`src/rtl/cbus_arbiter_pkg.sv`:
```
// Shared cache-bus types, arbiter state encoding and defaults.
// Imported by the interface, the picker and the arbiter top.
package cbus_arbiter_pkg;

    parameter int CBUS_NUM_MASTERS = 2;

    typedef enum logic {
        ARB_IDLE,
        ARB_BUSY
    } cbus_arb_state_t;

    // Burst length in AXI encoding (beats - 1)
    typedef enum logic [7:0] {
        MLEN1  = 8'd0,
        MLEN2  = 8'd1,
        MLEN4  = 8'd3,
        MLEN8  = 8'd7,
        MLEN16 = 8'd15
    } cbus_len_t;

    // 151 bits
    typedef struct packed {
        logic        valid;
        logic        is_write;
        logic [2:0]  size;
        logic [63:0] addr;
        logic [7:0]  strobe;
        logic [63:0] data;
        cbus_len_t   len;
        logic [1:0]  burst;
    } cbus_req_t;

    // 66 bits
    typedef struct packed {
        logic        ready;
        logic        last;
        logic [63:0] data;
    } cbus_resp_t;

endpackage

```
`src/rtl/cbus_arbiter_if.sv`:
```
// Bundle of cache-bus signals around the arbiter.
// slave: arbiter side; master: masters + bridge side.
interface cbus_arbiter_if
    import cbus_arbiter_pkg::*;
#(
    parameter int NUM_MASTERS = CBUS_NUM_MASTERS
);

    cbus_req_t  ireqs  [NUM_MASTERS];
    cbus_resp_t oresps [NUM_MASTERS];
    cbus_req_t  oreq;
    cbus_resp_t iresp;
    logic       busy;

    modport slave (
        input  ireqs,
        input  iresp,
        output oresps,
        output oreq,
        output busy
    );

    modport master (
        output ireqs,
        output iresp,
        input  oresps,
        input  oreq,
        input  busy
    );

endinterface

```
`src/rtl/cbus_arbiter_pick.sv`:
```
// Combinational winner search over a valid vector.
// Ports: valid, start -> winner, any_valid (search wraps from start).
module cbus_arb_pick #(
    parameter int N = 2
) (
    input  logic [N-1:0]         valid,
    input  logic [$clog2(N)-1:0] start,
    output logic [$clog2(N)-1:0] winner,
    output logic                 any_valid
);

    localparam int SB = $clog2(N);

    int idx;

    // Walk from farthest to nearest so the nearest valid index
    // starting at 'start' is the last one written.
    always_comb begin
        idx       = 0;
        winner    = '0;
        any_valid = |valid;
        for (int k = N - 1; k >= 0; k--) begin
            idx = (int'(start) + k) % N;
            if (valid[idx]) begin
                winner = SB'(idx);
            end
        end
    end

endmodule

```
`src/rtl/cbus_arbiter.sv`:
```
// Burst-granular arbiter sharing one cbus port between NUM_MASTERS.
// Ports: clk, reset (sync, active-high), bus (slave modport):
//   ireqs/oresps per master, oreq/iresp to bridge, busy.
// Macro CBUS_ARB_RR_EN: round-robin instead of fixed priority.
module cbus_arbiter
    import cbus_arbiter_pkg::*;
#(
    parameter int NUM_MASTERS = CBUS_NUM_MASTERS
) (
    input  logic          clk,
    input  logic          reset,
    cbus_arbiter_if.slave bus
);

    localparam int SEL_BITS = $clog2(NUM_MASTERS);

    cbus_arb_state_t       state;
    cbus_arb_state_t       state_n;
    logic [SEL_BITS-1:0]   sel;
    logic [SEL_BITS-1:0]   sel_n;
    logic [SEL_BITS-1:0]   start;
    logic [SEL_BITS-1:0]   winner;
    logic [NUM_MASTERS-1:0] valid_vec;
    logic                  any_valid;
    logic                  done;

    always_comb begin
        valid_vec = '0;
        for (int i = 0; i < NUM_MASTERS; i++) begin
            valid_vec[i] = bus.ireqs[i].valid;
        end
    end

    assign done = bus.iresp.ready && bus.iresp.last;

`ifdef CBUS_ARB_RR_EN
    logic [SEL_BITS-1:0] rr;

    // Next search starts just past the master that finished.
    always_ff @(posedge clk) begin
        if (reset) begin
            rr <= '0;
        end else if (state == ARB_BUSY && done) begin
            if (sel == SEL_BITS'(NUM_MASTERS - 1)) begin
                rr <= '0;
            end else begin
                rr <= sel + 1'b1;
            end
        end
    end

    assign start = rr;
`else
    assign start = '0;
`endif

    cbus_arb_pick #(
        .N (NUM_MASTERS)
    ) u_pick (
        .valid     (valid_vec),
        .start     (start),
        .winner    (winner),
        .any_valid (any_valid)
    );

    always_ff @(posedge clk) begin
        if (reset) begin
            state <= ARB_IDLE;
            sel   <= '0;
        end else begin
            state <= state_n;
            sel   <= sel_n;
        end
    end

    always_comb begin
        state_n  = state;
        sel_n    = sel;
        bus.oreq = '0;
        bus.busy = 1'b0;
        for (int j = 0; j < NUM_MASTERS; j++) begin
            bus.oresps[j] = '0;
        end

        unique case (state)
            ARB_IDLE: begin
                // Grant is registered: no valid->oreq path here.
                if (any_valid) begin
                    state_n = ARB_BUSY;
                    sel_n   = winner;
                end
            end
            ARB_BUSY: begin
                bus.oreq        = bus.ireqs[sel];
                bus.oresps[sel] = bus.iresp;
                bus.busy        = 1'b1;
                if (done) begin
                    state_n = ARB_IDLE;
                end
            end
        endcase

        // Outputs are quiet in the reset cycle itself.
        if (reset) begin
            bus.oreq = '0;
            bus.busy = 1'b0;
            for (int j = 0; j < NUM_MASTERS; j++) begin
                bus.oresps[j] = '0;
            end
        end
    end

endmodule
```
`src/flat_wrapper.sv`:
```
// flat-port wrapper written by rule: the top's interface ports become plain ports
module cbus_arbiter_flat import cbus_arbiter_pkg::*;
#(
    parameter int NUM_MASTERS = CBUS_NUM_MASTERS
)
  (clk, reset, bus_ireqs, bus_iresp, bus_oresps, bus_oreq, bus_busy);
  cbus_arbiter_if #(.NUM_MASTERS(NUM_MASTERS)) bus_i ();
  input  logic clk;
  input  logic reset;
  input wire logic [$bits(bus_i.ireqs)-1:0] bus_ireqs;
  input wire logic [$bits(bus_i.iresp)-1:0] bus_iresp;
  output wire logic [$bits(bus_i.oresps)-1:0] bus_oresps;
  output wire logic [$bits(bus_i.oreq)-1:0] bus_oreq;
  output wire logic [$bits(bus_i.busy)-1:0] bus_busy;
  assign bus_i.ireqs = {>>{bus_ireqs}};
  assign bus_i.iresp = bus_iresp;
  assign bus_oresps = {>>{bus_i.oresps}};
  assign bus_oreq = bus_i.oreq;
  assign bus_busy = bus_i.busy;
  cbus_arbiter #(.NUM_MASTERS(NUM_MASTERS)) u_core (.clk(clk), .reset(reset), .bus(bus_i));
endmodule
```
`config.mk`:
```
export PLATFORM = sky130hd
export DESIGN_NAME = cbus_arbiter_flat
export DESIGN_NICKNAME = d
export VERILOG_FILES = /design/src/rtl/cbus_arbiter_pkg.sv /design/src/rtl/cbus_arbiter_if.sv /design/src/rtl/cbus_arbiter_pick.sv /design/src/rtl/cbus_arbiter.sv /design/src/flat_wrapper.sv
export SDC_FILE = /design/constraint.sdc
export NUM_CORES = 1
export LEC_CHECK = 0
export CAP_MARGIN = 20
export CORE_AREA = 5 5 251 253
export CTS_BUF_LIST = sky130_fd_sc_hd__clkbuf_8
export CTS_CLUSTER_SIZE = 20
export DETAILED_ROUTE_END_ITERATION = 16
export DIE_AREA = 0 0 256 258
export PLACE_DENSITY = 0.34
export SLEW_MARGIN = 20
export SYNTH_ARGS = -nofsm -noshare
export SYNTH_HDL_FRONTEND = slang
export SYNTH_SLANG_ARGS = --single-unit
```
`constraint.sdc`:
```
create_clock -name clk -period 3.9 [get_ports clk]
set_input_delay 0.78 -clock clk [delete_from_list [all_inputs] [get_ports clk]]
set_output_delay 0.78 -clock clk [all_outputs]
set_load 0.01 [all_outputs]
```
**Word level (Yosys, flattened, before mapping)**

Index checks and enable logic that the tools add are counted.

- Order comparisons: 2
- Multiplexer cells: 16
- Bitwise operators: 3
- Reduce and logical (&&, ||, !) cells: 4

Operators by type and width:

| kind | count |
|---|---|
| two-way mux 151 bit | 5 |
| two-way mux 132 bit | 2 |
| bitwise AND 132 bit | 1 |
| demux 66 bit (select 1 bit) | 1 |
| two-way mux 66 bit | 1 |
| two-way mux 1 bit | 6 |
| >= comparator 2 bit, second input constant | 1 |
| logical AND 1 bit | 2 |
| less-than comparator 2 x 1 -> 1 bit, second input constant | 1 |
| inverter 1 -> 2 bit | 1 |
| one-hot mux 1 bit (2 select lines) | 1 |
| AND reduction 2 bit | 1 |
| OR reduction 2 bit | 1 |
| inverter 1 bit | 1 |

- Bits in registers: 2
- Input bits: 370
- Output and inout port bits: 284
- Logic and storage cells: 27

**Depth between registers and ports, before layout**

Gate-level depths: netlist (run 1).

- Word-level depth: 8
- Mapped depth: 5

**Cells and area by module**

Synthesis (run 1) repeated with hierarchy kept, for this count alone.

- Cells, all modules: 571
- Area total of the unflattened synthesis: 3,280.6 um2

By module, submodules not included:

| module | instances | cells each | area an instance (um2) |
|---|---|---|---|
| cbus_arbiter | 1 | 568 | 3,263.1 |
| cbus_arb_pick | 1 | 3 | 17.5 |

**Least setup slack after synthesis (run 1)**

No wires, ideal clock.

- Kind: in2out
- Start: input port reset
- End: output port bus_oreq[100]
- Data arrival time: 1.536 ns
- Data required time: 3.120 ns
- Path slack: 1.584 ns
- Stages: 5
- Path buffers: 3
- Path through: nand2b_1 buf_2 buf_2 buf_2 nor2_1

- Word-level cells in the longest chain between the ends: 1

Ends and longest elaborated chain:

| what | RTL line | source |
|---|---|---|
| start, declared | flat_wrapper.sv:9 | `input logic reset;` |
| two-way mux 151 bit | cbus_arbiter.sv:104 | `if (reset) begin` |
| end, declared | flat_wrapper.sv:13 | `output wire logic [$bits(bus_i.oreq)-1:0] bus_oreq;` |

Every way passes these cells.

**Final worst setup path (run 1)**

- Start: input port reset
- End: output port bus_oresps[10]

- Word-level cells in the longest chain between the ends: 1

Ends and longest elaborated chain:

| what | RTL line | source |
|---|---|---|
| two-way mux 132 bit | cbus_arbiter.sv:104 |  |
| end, declared | flat_wrapper.sv:12 | `output wire logic [$bits(bus_i.oresps)-1:0] bus_oresps;` |

Every way passes these cells.

==> flow_metrics.tcl, run 1 <==
set metrics [dict create \
    crit_top_cell "buf_4" \
    final_common_cell "clkdlybuf4s50_1" \
    yosysTopAreaCellShare_pct 44.9 \
    p_leak_nw 3.69 \
    grt.total_usage_pct 9.63 \
    drt_iter0_drc 206 \
    p_seq_share_pct 2.2 \
    area_delta_synth_final_pct 223 \
    final_cell_mix "643 x clkdlybuf4s50_1, 283 x nor2_1, 151 x mux2i_1, 67 x nand2b_1, 33 x buf_4" \
    met1_usage_pct 10.3 \
    fin_nets 1567 \
    gr-max-usage-layer "met2" \
    cp-startpoint "reset" \
    crit_end "bus_oresps[10]" \
    period_share_pct 79.0 \
    portBuffers 653 \
    fin_util_pct 17.9 \
    postSynthAreaPerCell_sq_um 5.94 \
    switching_share_pct 37.0 \
    switching_power_w 0.000433 \
    postCtsSetupRepairBufs 0 \
    ff2ff_path_depth 3 \
    combPwrFrac_pct 90.4 \
    initial_core_util_pct 5.54 \
    drive_above_1_share_pct 3.68 \
    fin_worst_skew_ns 0.00556 \
    power.total_w 0.00117 \
    yosys_warnings 0 \
    place.gp.congestion 0.798 \
    ys_seq_elements 2 \
    cts.sink_count 2 \
    fp-row-count 91 \
    numCtsBuffers 3 \
    cts_root_buffer "clkbuf_8" \
    drcViolationCount 0 \
    cts_hold_buf 0 \
    grt_pass1_vias 6752 \
    p_clk_share_pct 7.4 \
    ios 654 \
    slowest_delay_ns 0.52 \
    num_vias 6323 \
    grt_max_degree 47 \
    routedWlPerCell_um 17.6 \
    clock_path_buffers 2 \
    grt_pass1_wl_mm 48.5 \
    status "finished, final reports clean" \
    overflow 0 \
    r2r_end "u_core.sel" \
    max_freq_ghz 0.324 \
    post_cts_resized 0 \
    crit_arrival_ns 2.30 \
    r2r-start "u_core.sel" \
    cts_tree "yes" \
    min_path_cells 2 \
    relSlewSlack_pct 48.2 \
    p_per_area_nw_per_um2 108 \
    tightest_slew_ns 0.777 \
    cp_max_fo 43 \
    grt_setup_unrepaired "no" \
    end_kind "primary output" \
    core_sq_um 60800 \
    ant_nets 0 \
    syn_inst 567 \
    max-vdd-ir-drop_mv 0.0594 \
    cp.required_ns 3.12 \
    clock_latency_ns 0.22 \
    die_height_um 258 \
    critical_path_class "in2out" \
    slew_viol_final 0 \
    antenna_found_initial 1 \
    hp-class "reg2reg" \
    final_hold_viol_count 0 \
    drt-vias-per-instance 3.18 \
    cap_violations 0 \
    postRouteWirelength_mm 35.0 \
    path_cells "buf_2 > buf_4 > buf_4 > nand2b_1 > nor2_1 > clkdlybuf4s50_1" \
    post-route-min-period_ns 3.08 \
    synth_fp_nets 937 \
    synthTopCellsByArea "mux2i_1 45%, nor2_1 32%, nand2b_1 13%" \
    die_x_um 256 \
    netlist_area_sq_um 3370 \
    ys_seq_area_share_pct 1.19 \
    finalSetupTns_ns 0 \
    htreeDepth 1 \
    dieArea_sq_um 66000 \
    drtPass1Iterations 4 \
    synth_cell_types 13 \
    setup-violations-final 0 \
    start_kind "input pin" \
    critPathSlowestCell "clkdlybuf4s50_1" \
    clk_pin_slew_worst_paths_ns 0.03 \
    grt_use_met3_pct 3.83 \
    synth_area_leader_cell "mux2i_1" \
    ff2ff_setup_slack_ns 2.48 \
    met2_usage_pct 18.8 \
    p_int_w 0.000738 \
    place_hpwl_mm 30.6 \
    antenna_cells 0 \
]
==> cell families (layout without fill, tap and decap cells) <==
kind of cell	count (synthesis)	after routing	synth area share (%)
simple gates	354	354	44.6
mux	151	151	44.9
buf+inv	58	687	8.74
compound gates	2	2	0.521
flops	2	2	1.19
==> state kept, by name (all words and copies together), names as in the netlist <==
register and count:
u_core.state 1, u_core.sel 1
==> final cells by class <==
class                           count  area [sq um]
Tap cell                          790           988
Clock inverter                      1          3.75
Clock buffer                        3          41.3
Fill cell                        6949         49900
Inverter                            3          11.3
Sequential cell                     2          43.8
Timing Repair Buffer              680          6750
Multi-Input combinational cell    507          3040
==> stage by stage <==
stage	area [sq um]	instances	setup WS (ns)	hold WS, ns
final	10900	1986	0.817	0.601
after global routing	10900	1986	0.694	0.632
after CTS	10900	1986	0.735	0.609
after detailed placement	10800	1982	0.791	0.610
after global placement	10800	1982	0.759	0.605
after floorplan	3370	567	1.58	0.504
==> Yosys cell counts <==
cell and n:
nor2_1 283, mux2i_1 151, nand2b_1 69, buf_2 34
clkbuf_1 11, buf_4 9, inv_1 3, dfxtp_1 2
a221oi_1 1, a311oi_1 1, buf_1 1, nand2_1 1
nor3_1 1
==> critical path: cells and delay by family <==
family / cells / cell delay, ns
buffers and inverters: 4 / 1.28
and+or+nand+nor: 2 / 0.22
==> how the worst min path moves through the flow <==
stage / from / end / slack [ns]
2_1_floorplan: u_core.state / u_core.sel / 0.50
3_3_place_gp: u_core.state / u_core.sel / 0.61
3_5_place_dp: u_core.state / u_core.sel / 0.61
4_1_cts: u_core.state / u_core.sel / 0.61
5_1_grt: u_core.state / u_core.sel / 0.63
6_report: u_core.state / u_core.sel / 0.60
==> power groups by stage <==
stage	clock network [W]	logic [W]	registers (W)
final	0.0000866	0.00106	0.0000255
after global routing	0.0000942	0.00114	0.0000260
after CTS	0.0000895	0.00109	0.0000256
after detailed placement	0	0.00108	0.0000259
after global placement	0	0.00109	0.0000257
after floorplan	0	0.000362	0.0000236
==> per-layer routing <==
layer  up-vias  part of all wire, %  routed length (um)
li1       3078                    -                   -
met2       400                   52               18300
met4         2                0.080                  28
met1      2833                   38               13200
met3        10                  9.9                3470
met5         -                0.031                  11
No activity file was read; power rests on OpenSTA's default activity.
==> run 2: changes to the inputs <==
--- a/config.mk
+++ b/config.mk
@@ -6,12 +6,12 @@
 export NUM_CORES = 1
 export LEC_CHECK = 0
 export CAP_MARGIN = 20
-export CORE_AREA = 5 5 251 253
+export CORE_AREA = 5 5 253 255
 export CTS_BUF_LIST = sky130_fd_sc_hd__clkbuf_8
 export CTS_CLUSTER_SIZE = 20
 export DETAILED_ROUTE_END_ITERATION = 16
-export DIE_AREA = 0 0 256 258
-export PLACE_DENSITY = 0.34
+export DIE_AREA = 0 0 258 260
+export PLACE_DENSITY = 0.35
 export SLEW_MARGIN = 20
 export SYNTH_ARGS = -nofsm -noshare
 export SYNTH_HDL_FRONTEND = slang
==> constraint.sdc (replaced) <==
create_clock -name clk -period 2.7 [get_ports clk]
set_input_delay 0.54 -clock clk [delete_from_list [all_inputs] [get_ports clk]]
set_output_delay 0.54 -clock clk [all_outputs]
set_load 0.01 [all_outputs]
==> run 2 against run 1 <==
Sequential share of layout area is essentially flat. Power grew 49%. Clock power grew 40%. Routed wire length grew 4.7%. Hold slack lost 0.017 ns. First-iteration DRC count shrank 20%. Design area grew 1.5%. Core utilization grew 0.11 points. Sequential power grew 46%. Highest routed layer unchanged.
==> flow_metrics.tcl, run 2 (same netlist as run 1, synthesis figures left out) <==
set metrics [dict create \
    tightest_slew_ns 0.454 \
    htreeDepth 1 \
    period_share_pct 96.7 \
    num_vias 6341 \
    path_cells "buf_12 > buf_4 > mux2i_2 > nor2_1 > clkdlybuf4s50_1" \
    status "finished, final reports clean" \
    final_cell_mix "642 x clkdlybuf4s50_1, 283 x nor2_1, 150 x mux2i_1, 67 x nand2b_1, 37 x buf_4" \
    portBuffers 653 \
    cp_max_fo 33 \
    ios 654 \
    ff2ff_path_depth 3 \
    setup_slack_ns 0.0881 \
    cap_violations 0 \
    hp-class "reg2reg" \
    postRouteWirelength_mm 36.7 \
    finalSetupTns_ns 0 \
    p_per_area_nw_per_um2 157 \
    worst_hold_slack_ns 0.584 \
    drt-vias-per-instance 3.17 \
    fp-row-count 91 \
    post-route-min-period_ns 2.61 \
    critPathSlowestCell "clkdlybuf4s50_1" \
    place.gp.congestion 0.827 \
    p_leak_nw 3.78 \
    die_x_um 258 \
    final_hold_viol_count 0 \
    max_freq_ghz 0.383 \
    cp.required_ns 2.16 \
    r2r-start "u_core.sel" \
    preCtsSetupSlack_ns 0.0774 \
    cts_tree "yes" \
    relSlewSlack_pct 68.9 \
    dieArea_sq_um 67100 \
    end_kind "primary output" \
    numCtsBuffers 3 \
    cts_root_buffer "clkbuf_8" \
    core_sq_um 61400 \
    design_area_sq_um 11000 \
    drive_above_1_share_pct 4.56 \
    critical_path_class "reg2out" \
    setup-violations-final 0 \
    fin_cells 2002 \
    place_hpwl_mm 32.2 \
    start_kind "flip-flop" \
    worstHoldStart "u_core.state" \
    placed_cell_area_sq_um 11000 \
    area_delta_synth_final_pct 228 \
    max-vdd-ir-drop_mv 0.0889 \
    ff2ff_setup_slack_ns 1.65 \
    drcViolationCount 0 \
    min_path_cells 2 \
    grt_max_degree 55 \
    antenna_found_initial 7 \
    grt_pass1_vias 7017 \
    drtPass1Iterations 5 \
    routedWlPerCell_um 18.3 \
    drt_iter0_drc 164 \
    grt.total_usage_pct 9.84 \
    r2r_end "u_core.sel" \
    grt_setup_unrepaired "no" \
    slew_viol_final 0 \
    final_common_cell "clkdlybuf4s50_1" \
    crit_arrival_ns 2.07 \
    slowest_delay_ns 0.50 \
    grt_pass1_wl_mm 49.5 \
    die_height_um 260 \
    placed_cells 1992 \
    overflow 0 \
    clk_pin_slew_worst_paths_ns 0.03 \
    min_to "u_core.sel" \
    postCtsSetupRepairBufs 0 \
    fin_nets 1577 \
    clock_latency_ns 0.21 \
    initial_core_util_pct 5.48 \
    clock_path_buffers 2 \
    fin_worst_skew_ns 0.00708 \
    cts.sink_count 2 \
    largestRegisters "u_core.sel (1), u_core.state (1)" \
    ant_nets 0 \
]
run 2: cell type report:
class,instances,area (sq um)
flip-flops and latches,2,43.8
diodes,6,15.0
fillers,6963,50300
well taps,790,988
clock buffers,3,41.3
inverters,3,11.3
repair buffers,690,6900
multi-input cells,507,3050
clock inverters,1,3.75
run 2: timing repair:
action / CTS / global route
resized for setup: 2 / 0
endpoints found under the setup margin: 2 / 0
hold buffers: 0 / 0
run 2: metrics by stage:
step	utilization (%)	total power, W
floorplan	-	0.000557
global placement	17.9	0.00165
detailed placement	17.9	0.00165
CTS	18.0	0.00179
global route	18.0	0.00186
finish	18.0	0.00174
run 2: worst max-delay path by stage:
| stage | startpoint | end | slack [ns] | cells after the start |
|---|---|---|---|---|
| 2_1_floorplan | reset | bus_oreq[100] | 0.86 | 5 |
| 3_3_place_gp | bus_ireqs[82] | bus_oreq[82] | 0.08 | 5 |
| 3_5_place_dp | bus_ireqs[82] | bus_oreq[82] | 0.08 | 5 |
| 4_1_cts | u_core.sel | bus_oreq[85] | 0.05 | 6 |
| 5_1_grt | u_core.sel | bus_oreq[85] | 0.0005 | 6 |
| 6_report | u_core.sel | bus_oreq[51] | 0.09 | 5 |
run 2: routing by layer:
metal / vias up / track usage (%) / part of all wire [%]
met2: 421 / 18.1 / 49
met5: - / 0 / 0.035
li1: 3101 / - / -
met4: 2 / 2.02 / 1.9
met1: 2795 / 10.1 / 36
met3: 22 / 5.06 / 12
run 2: critical path: cells and delay by family, from the launching register on:
family | cells | cell delay (ns)
buffers and inverters | 3 | 0.99
DFF | 1 | 0.38
muxes | 1 | 0.32
and+or+nand+nor | 1 | 0.08
run 2: power breakdown:
part           internal, W  switching (W)
logic             0.000967       0.000614
registers        0.0000319     0.00000528
clock network    0.0000962      0.0000244
